[src/rtl/regfile_write_arbiter_pkg.sv]
// Shared register-file types and helpers for the write-port arbiter and its MC result FIFO.
package regfile_write_arbiter_pkg;

    localparam int DATA_WIDTH    = 32;
    localparam int REG_NUM_WIDTH = 5;
    localparam int REG_FILE_SIZE = 1 << REG_NUM_WIDTH;

    typedef logic [DATA_WIDTH-1:0]    DataPath;
    typedef logic [REG_NUM_WIDTH-1:0] RegNumPath;

    localparam RegNumPath REG_NUM_ZERO = '0;

    typedef struct packed {
        RegNumPath num;
        DataPath   data;
    } McEntry;

    localparam int MC_ENTRY_WIDTH = $bits(McEntry);

    typedef enum logic [1:0] {
        GRANT_NONE = 2'd0,
        GRANT_WB   = 2'd1,
        GRANT_MC   = 2'd2
    } GrantSel;

    function automatic logic [REG_FILE_SIZE-1:0] regOneHot(input RegNumPath num);
        logic [REG_FILE_SIZE-1:0] vec;
        vec      = '0;
        vec[num] = 1'b1;
        return vec;
    endfunction

endpackage

[src/rtl/regfile_wr_fifo.sv]
// Small synchronous FIFO holding multi-cycle unit results until they win the register-file write port.
module regfile_wr_fifo #(
    parameter int WIDTH = 37,
    parameter int DEPTH = 2
) (
    input  logic                     clk,
    input  logic                     rst_n,
    input  logic                     pushValid_i,
    input  logic [WIDTH-1:0]         pushData_i,
    input  logic                     popValid_i,
    output logic [WIDTH-1:0]         headData_o,
    output logic                     full_o,
    output logic                     empty_o,
    output logic [$clog2(DEPTH):0]   count_o
);

    localparam int AW = $clog2(DEPTH);

    logic [WIDTH-1:0] mem_q [DEPTH];
    logic [AW:0]      wrPtr_q, wrPtr_d;
    logic [AW:0]      rdPtr_q, rdPtr_d;
    logic             doPush;
    logic             doPop;

    // Pointers carry one extra wrap bit so full and empty are distinguishable.
    assign full_o     = (wrPtr_q[AW] != rdPtr_q[AW]) && (wrPtr_q[AW-1:0] == rdPtr_q[AW-1:0]);
    assign empty_o    = (wrPtr_q == rdPtr_q);
    assign count_o    = wrPtr_q - rdPtr_q;
    assign headData_o = mem_q[rdPtr_q[AW-1:0]];

    assign doPush  = pushValid_i && !full_o;
    assign doPop   = popValid_i && !empty_o;
    assign wrPtr_d = doPush ? wrPtr_q + 1'b1 : wrPtr_q;
    assign rdPtr_d = doPop  ? rdPtr_q + 1'b1 : rdPtr_q;

    always_ff @(posedge clk or negedge rst_n) begin
        if (!rst_n) begin
            wrPtr_q <= '0;
            rdPtr_q <= '0;
            for (int i = 0; i < DEPTH; i++) begin
                mem_q[i] <= '0;
            end
        end else begin
            wrPtr_q <= wrPtr_d;
            rdPtr_q <= rdPtr_d;
            if (doPush) begin
                mem_q[wrPtr_q[AW-1:0]] <= pushData_i;
            end
        end
    end

endmodule

[src/rtl/regfile_write_arbiter.sv]
// Shares the register-file write port between in-order writeback and a buffered multi-cycle unit,
// with a starvation guard and a pending-write scoreboard for decode.
module regfile_write_arbiter
    import regfile_write_arbiter_pkg::*;
#(
    parameter int DEPTH        = 2,
    parameter int STARVE_LIMIT = 4
) (
    input  logic                     clk,
    input  logic                     rst_n,
    input  logic                     wbValid,
    input  RegNumPath                wbNum,
    input  DataPath                  wbData,
    output logic                     wbStall,
    input  logic                     mcValid,
    output logic                     mcReady,
    input  RegNumPath                mcNum,
    input  DataPath                  mcData,
    input  logic                     mcIssueValid,
    input  RegNumPath                mcIssueNum,
    input  RegNumPath                queryNumA,
    input  RegNumPath                queryNumB,
    output logic                     busyA,
    output logic                     busyB,
    output logic                     wrEnable,
    output RegNumPath                wrNum,
    output DataPath                  wrData,
    output logic [$clog2(DEPTH):0]   pendingCount
);

    localparam int STARVE_W = $clog2(STARVE_LIMIT + 1);
    localparam logic [STARVE_W-1:0] STARVE_MAX = STARVE_W'(STARVE_LIMIT);

    logic                     fifoFull;
    logic                     fifoEmpty;
    logic [$clog2(DEPTH):0]   fifoCount;
    McEntry                   fifoHead;
    McEntry                   pushEntry;
    logic                     fifoPush;
    logic                     fifoPop;

    logic                     wbEffective;
    logic                     stallCase;
    GrantSel                  grantSel;

    logic [STARVE_W-1:0]      starveCnt_q, starveCnt_d;
    logic [REG_FILE_SIZE-1:0] scoreboard_q, scoreboard_d;
    logic [REG_FILE_SIZE-1:0] sbSet;
    logic [REG_FILE_SIZE-1:0] sbClr;

    logic                     wrEnable_q, wrEnable_d;
    RegNumPath                wrNum_q, wrNum_d;
    DataPath                  wrData_q, wrData_d;

    // Results destined for r0 are acknowledged but never buffered.
    assign pushEntry = '{num: mcNum, data: mcData};
    assign mcReady   = !fifoFull && rst_n;
    assign fifoPush  = mcValid && mcReady && (mcNum != REG_NUM_ZERO);
    assign fifoPop   = (grantSel == GRANT_MC);

    regfile_wr_fifo #(
        .WIDTH (MC_ENTRY_WIDTH),
        .DEPTH (DEPTH)
    ) u_fifo (
        .clk         (clk),
        .rst_n       (rst_n),
        .pushValid_i (fifoPush),
        .pushData_i  (pushEntry),
        .popValid_i  (fifoPop),
        .headData_o  (fifoHead),
        .full_o      (fifoFull),
        .empty_o     (fifoEmpty),
        .count_o     (fifoCount)
    );

    assign pendingCount = fifoCount;
    assign wbEffective  = wbValid && (wbNum != REG_NUM_ZERO);

    // wbStall depends only on registered state; the counter can only sit at the limit
    // while WB has been winning, so the held WB request is what gets stalled.
    assign stallCase = (starveCnt_q == STARVE_MAX) && !fifoEmpty;
    assign wbStall   = stallCase;

    always_comb begin
        grantSel = GRANT_NONE;
        if (stallCase) begin
            grantSel = GRANT_MC;
        end else if (wbEffective) begin
            grantSel = GRANT_WB;
        end else if (!fifoEmpty) begin
            grantSel = GRANT_MC;
        end
    end

    always_comb begin
        starveCnt_d = starveCnt_q;
        if (fifoEmpty || grantSel == GRANT_MC) begin
            starveCnt_d = '0;
        end else if (grantSel == GRANT_WB && starveCnt_q != STARVE_MAX) begin
            starveCnt_d = starveCnt_q + 1'b1;
        end
    end

    // A new issue to a register wins over retiring an older result to the same register.
    always_comb begin
        sbSet = '0;
        sbClr = '0;
        if (mcIssueValid && mcIssueNum != REG_NUM_ZERO) begin
            sbSet = regOneHot(mcIssueNum);
        end
        if (grantSel == GRANT_MC) begin
            sbClr = regOneHot(fifoHead.num);
        end
        scoreboard_d = (scoreboard_q & ~sbClr) | sbSet;
    end

    assign busyA = (queryNumA != REG_NUM_ZERO) && scoreboard_q[queryNumA];
    assign busyB = (queryNumB != REG_NUM_ZERO) && scoreboard_q[queryNumB];

    always_comb begin
        wrEnable_d = 1'b0;
        wrNum_d    = wrNum_q;
        wrData_d   = wrData_q;
        case (grantSel)
            GRANT_WB: begin
                wrEnable_d = 1'b1;
                wrNum_d    = wbNum;
                wrData_d   = wbData;
            end
            GRANT_MC: begin
                wrEnable_d = 1'b1;
                wrNum_d    = fifoHead.num;
                wrData_d   = fifoHead.data;
            end
            default: begin
                wrEnable_d = 1'b0;
            end
        endcase
    end

    always_ff @(posedge clk or negedge rst_n) begin
        if (!rst_n) begin
            starveCnt_q  <= '0;
            scoreboard_q <= '0;
            wrEnable_q   <= 1'b0;
            wrNum_q      <= '0;
            wrData_q     <= '0;
        end else begin
            starveCnt_q  <= starveCnt_d;
            scoreboard_q <= scoreboard_d;
            wrEnable_q   <= wrEnable_d;
            wrNum_q      <= wrNum_d;
            wrData_q     <= wrData_d;
        end
    end

    assign wrEnable = wrEnable_q;
    assign wrNum    = wrNum_q;
    assign wrData   = wrData_q;

endmodule

[config.mk]
export PLATFORM = sky130hd
export DESIGN_NAME = regfile_write_arbiter
export DESIGN_NICKNAME = d
export VERILOG_FILES = /design/src/rtl/regfile_write_arbiter_pkg.sv /design/src/rtl/regfile_wr_fifo.sv /design/src/rtl/regfile_write_arbiter.sv
export SDC_FILE = /design/constraint.sdc
export NUM_CORES = 1
export LEC_CHECK = 0
export CAP_MARGIN = 20
export CORE_AREA = 4 4 119 121
export CTS_CLUSTER_SIZE = 16
export DETAILED_ROUTE_END_ITERATION = 7
export DIE_AREA = 0 0 123 125
export HOLD_SLACK_MARGIN = 0.12
export PLACE_DENSITY_LB_ADDON = 0.05
export SETUP_SLACK_MARGIN = 0.1
export SLEW_MARGIN = 20
export SYNTH_ARGS = -nofsm -noshare
export SYNTH_HDL_FRONTEND = slang
export SYNTH_SLANG_ARGS = --single-unit
[constraint.sdc]
create_clock -name clk -period 6.83 [get_ports clk]
set_input_delay 0.683 -clock clk [delete_from_list [all_inputs] [get_ports clk]]
set_output_delay 0.683 -clock clk [all_outputs]
set_load 0.03 [all_outputs]
Yosys cells after proc, flatten, opt, wreduce, memory -nomap -nowiden

Index checks and enable logic that the tools add are counted.

Register bits: 151
Input bits: 94
Output and inout port bits: 44
Word-level logic and storage cells: 84

$add $sub $neg: 4
Magnitude comparators: 9
Equality and inequality tests: 7
Multiplexer cells: 24
Bitwise logic cells: 5
Reduce and logical (&&, ||, !) cells: 26

Operator list:

| cell                | count |
|---|---|
| $mux 37             | 4 |
| $bwmux 74           | 1 |
| $mux 32             | 2 |
| $pmux 32 s2         | 1 |
| $demux 37 s1        | 1 |
| $and 32x32->32      | 1 |
| $not 32->32         | 1 |
| $or 32x32->32       | 1 |
| $reduce_bool 5->1   | 5 |
| $lt 5x6->1 const B  | 4 |
| $logic_and 1x1->1   | 15 |
| $bmux 1 s5          | 2 |
| $demux 1 s5         | 2 |
| $ge 5x1->1 const B  | 2 |
| $pmux 5 s2          | 1 |
| $mux 2              | 3 |
| $mux 3              | 2 |
| $mux 1              | 5 |
| $add 2x1->2 const B | 2 |
| $ge 2x2->1 const B  | 2 |
| $not 1->2           | 2 |
| $reduce_bool 2->1   | 2 |
| $add 3x1->3 const B | 1 |
| $eq 3x3->1 const B  | 1 |
| other kinds (11)    | 12 |

Longest topological paths before layout

Word-level depth: 12
Depth in mapped cells: 11

By module

Synthesis repeated with hierarchy kept, for this count alone.

Cell total of the unflattened synthesis: 588
Area, all modules: 7,587.3 µm²

By module, submodules not included:

| module                | instances | cells each | area an instance (µm²) | seq. area each (µm²) |
|---|---|---|---|---|
| regfile_write_arbiter | 1         | 365        | 3,834.9                | 1,826.8 |
| regfile_wr_fifo       | 1         | 223        | 3,752.3                | 1,951.9 |

Least setup slack after synthesis

No wires, ideal clock.

Kind: input-to-reg
Start: input wbNum[2]
End: register wrNum_q[4] (netlist: wrNum[4])
Setup time: 0.133 ns
Data arrival time: 2.676 ns
Required time: 6.697 ns
Slack: 4.021 ns
Cell stages on the path: 9
Cells stage by stage: or4_1 > o211ai_1 > and2_1 > ha_1 > clkbuf_1 > clkbuf_1 > nand2_1 > o21ai_0 > o21ai_0

Longest elaborated chain between the ends: 6
Elaborated cells between the ends (all ways): 8
Classes of those cells: 2 x eq/ne; 3 x mux; 3 x reduce/logical

Ends and longest elaborated chain:

| element                                                | line                         | RTL |
|---|---|---|
| start: declaration                                     | regfile_write_arbiter.sv:12  | `input RegNumPath wbNum,` |
| $reduce_bool 5->1 (*)                                  | regfile_write_arbiter.sv:77  | `assign wbEffective = wbValid && (wbNum != REG_NUM_ZERO);` |
| $logic_and 1x1->1 (*)                                  | regfile_write_arbiter.sv:77  |  |
| $mux 2 (*)                                             | regfile_write_arbiter.sv:88  | `end else if (wbEffective) begin` |
| $mux 2 (*)                                             | regfile_write_arbiter.sv:86  | `if (stallCase) begin` |
| $eq 2x2->1 / $eq 2x1->1 (equally long branches)        | regfile_write_arbiter.sv:124 | `case (grantSel)` |
| $pmux 5 s2 / $reduce_bool 2->1 (equally long branches) | -                            |  |
| end signal: assignment                                 | regfile_write_arbiter.sv:152 | `wrNum_q <= wrNum_d;` |
| end: declaration                                       | regfile_write_arbiter.sv:52  | `RegNumPath wrNum_q, wrNum_d;` |

Mark *: on every way between the ends. The rest lies on a longest branch, timed or not.
A chain may end at the register's enable or synchronous reset.

Worst setup path after layout

Start: input queryNumB[1]
End: output busyB

Longest elaborated chain between the ends: 3
Elaborated cells between the ends (all ways): 4
Classes of those cells: 2 x mux; 2 x reduce/logical

Ends and longest elaborated chain:

| element                      | line                         | RTL |
|---|---|---|
| start: declaration           | regfile_write_arbiter.sv:22  | `input RegNumPath queryNumB,` |
| $bmux 1 s5                   | regfile_write_arbiter.sv:118 | `assign busyB = (queryNumB != REG_NUM_ZERO) && scoreboard_q[queryNumB];` |
| $mux 1 (not written as such) | regfile_write_arbiter.sv:118 |  |
| $logic_and 1x1->1 (*)        | regfile_write_arbiter.sv:118 |  |
| end: declaration             | regfile_write_arbiter.sv:24  | `output logic busyB,` |

Mark *: on every way between the ends. The rest lies on a longest branch, timed or not. The select of a mux whose other input is x is not followed.

==> run metrics <==
Worst Path Required 6.15 ns; Mapped Area 7400 µm²; Ys Warns 0; Reg power frac 0.353; combinational power share 0.438; IO Port Bufs 137; reg2reg end u_fifo.mem_q[14]; layout cells sized above 1 0.161; area grow syn2layout 28.1%; post-layout min period roughly 3.9 ns; Sw Ratio 0.371; CTS Root Buffer Type clkbuf_16; Hold-fix buffers, CTS 0; total routed wirelength between 15,000 and 20,000 µm; Post-synth EDFFs 0; Mean Syn Cell Area 11.1 µm²; GPL Wtd Cong roughly 0.87; vias in the first global route a little under 6,000; Rows 42; Clock transition at path regs around 0.060 ns; WS Path Type in -> out; cells along the critical path clkdlybuf4s50_1, mux2_2, o311ai_0, o22ai_1, or3_1, clkdlybuf4s50_1; Slowest cell on crit path clkdlybuf4s50_1; critical path's largest stage delay roughly 0.87 ns; Detail Placement HPWL between 10,000 and 15,000 µm; total CTS buffers 17; total die area between 15,000 and 20,000 µm²; pins over their slew limit 0; Internal Power 2.92 mW; dominant cell by count in the synthesized netlist dfrtp_1; clk_skew between 0.008 and 0.009 ns; die width 123 µm; power share of the clock group 0.209; Initial Util 0.566; Synth async-reset ratio 1.00; setup repair after global routing missed its margin no; Post-CTS Setup Inserts 0; final hold violation count 0; VDD IR max 0.306 mV; critical path capture point type output pin; Die Y-Extent around 130 µm; PostCTS Resize Cnt 0; Synth top area share 0.510; Yosys cell types 40; path depth of the worst reg2reg path 7; Critical Path AT ~3.3 ns; Layout Utilization 0.725; # setup viols final 0; status finished clean; Initial DRT Pass Iterations 5; Initial DRC Count 314; CTS tree built; Fmax approximately 250 MHz; Yosys reg bits about 150; first-pass GRT wire length 29,700 µm; Post-synth top cells dfrtp_1, o21ai_0, nand2_1; Syn Nets around 760; DR DRC count 0; maxcap violations 0; Crit path top cell by count clkdlybuf4s50_1; gr ovfl total 0; Worst Tran Pin Value roughly 0.94 ns; routed len/inst between 15 and 20 µm; Via density between 5 and 6; largest net degree at the start of global routing 79; post-synthesis sequential area ratio 0.510; slew margin rel. 0.375; Sw Pwr between 1.5 and 2 mW; All-Layer GR Usage 0.242; Pwr per Cell Area between 400 and 500 nW/µm²; class of the worst hold path in -> async; Post-Synthesis Cells between 600 and 700; Worst R2R Start u_fifo.wrPtr_q[0]; TNS Setup 0 ns; Startpoint Class input pin; fin crit share 0.578; Final nets 886; Clock Latency Late Sink approximately 0.42 ns; # diodes 0; Crit Path Max Fanout 16; reg-to-reg slack, setup roughly 4.0 ns; CTS sink cnt 151; dominant cells by area after synthesis dfrtp_1, o21ai_0, mux2_4; post-route ant nets 0; Post-synth top flop dfrtp_1; H-tree levels 4; Core Box Area approximately 13,000 µm²; routed vias ~5,500; initial antenna violation count 0; FILL cells between 800 and 900; Ports between 100 and 150; clk buf depth 2; Static Leak between 3 and 4 nW; Tot Pwr 4.64 mW; cell taking the most area after synthesis dfrtp_1
routing by layer:
layer	vias up	wire length, µm	GRT usage
li1	2603	-	-
met2	172	8800	0.392
met4	0	382	0.0762
met5	-	0	0
met3	34	1130	0.0678
met1	2721	7550	0.316
cell usage in the layout, fill, tap and decap left out, drive strengths merged, types with 6 or more instances in the layout:
| master | Yosys | final |
|---|---|---|
| buf | 19 | 7 |
| clkbuf | 20 | 23 |
| clkdlybuf4s50 | 0 | 136 |
| dfrtp | 151 | 151 |
| inv | 8 | 8 |
| mux2 | 80 | 80 |
| mux2i | 55 | 55 |
| nand2 | 89 | 89 |
| nand3 | 21 | 21 |
| nand3b | 13 | 13 |
| nor2 | 8 | 8 |
| nor2b | 8 | 8 |
| nor3 | 6 | 6 |
| o21ai | 142 | 142 |
per-stage QoR:
step                hold slack, ns  area, µm²  std cells  setup WS (ns)
floorplan                    0.387       7400        664           4.02
global placement             0.466       8840        943           2.87
detailed placement           0.475       8840        943           2.87
CTS                          0.322       9460        974           2.87
global route                 0.335       9480        975           2.69
finish                       0.285       9480        975           2.88
logic make-up (layout without fill, tap and decap cells):
family,count (synthesis),count (layout),synth area share
compound gates,156,156,0.111
xor+xnor,6,6,0.00710
fa+ha+maj,5,5,0.00845
buf+inv,47,182,0.0318
flops,151,151,0.510
mux,139,139,0.228
simple gates,160,160,0.103
registers in the layout, indices dropped and copies added, names as in the netlist:
register        count
u_fifo.mem_q       74
scoreboard_q       32
wrData             32
wrNum               5
starveCnt_q         3
u_fifo.rdPtr_q      2
u_fifo.wrPtr_q      2
wrEnable            1
worst max path at each step:
stage,from,endpoint
after floorplan,wbNum[2],wrNum[4]
after global placement,queryNumB[1],busyB
after detailed placement,queryNumB[1],busyB
after CTS,queryNumB[1],busyB
after global routing,queryNumB[1],busyB
final,queryNumB[1],busyB
power by group through the flow:
| stage | combinational (mW) | sequential (mW) | clock [mW] |
|---|---|---|---|
| after global placement | 1.97 | 1.62 | 0 |
| after detailed placement | 2.02 | 1.65 | 0 |
| final | 2.03 | 1.64 | 0.971 |
| after floorplan | 1.20 | 1.78 | 0 |
| after CTS | 2.04 | 1.64 | 0.983 |
| after global routing | 2.22 | 1.70 | 1.03 |
critical path, delay by kind of cell:
| family | cells | cell delay (ns) |
|---|---|---|
| AOI/OAI and AO/OA | 2 | 0.39 |
| buffers and inverters | 2 | 1.47 |
| muxes | 1 | 0.40 |
| and+or+nand+nor | 1 | 0.31 |
layout make-up:
class	count	area, µm²	share of cell area
flip-flops and latches	151	3780	0.399
multi-input cells	466	3410	0.360
repair buffers	143	1420	0.150
clock buffers	23	498	0.0525
well taps	176	220	0.0232
clock inverters	8	119	0.0125
inverters	8	30.0	0.00317
Note: power is estimated with default switching activity, not from simulation.
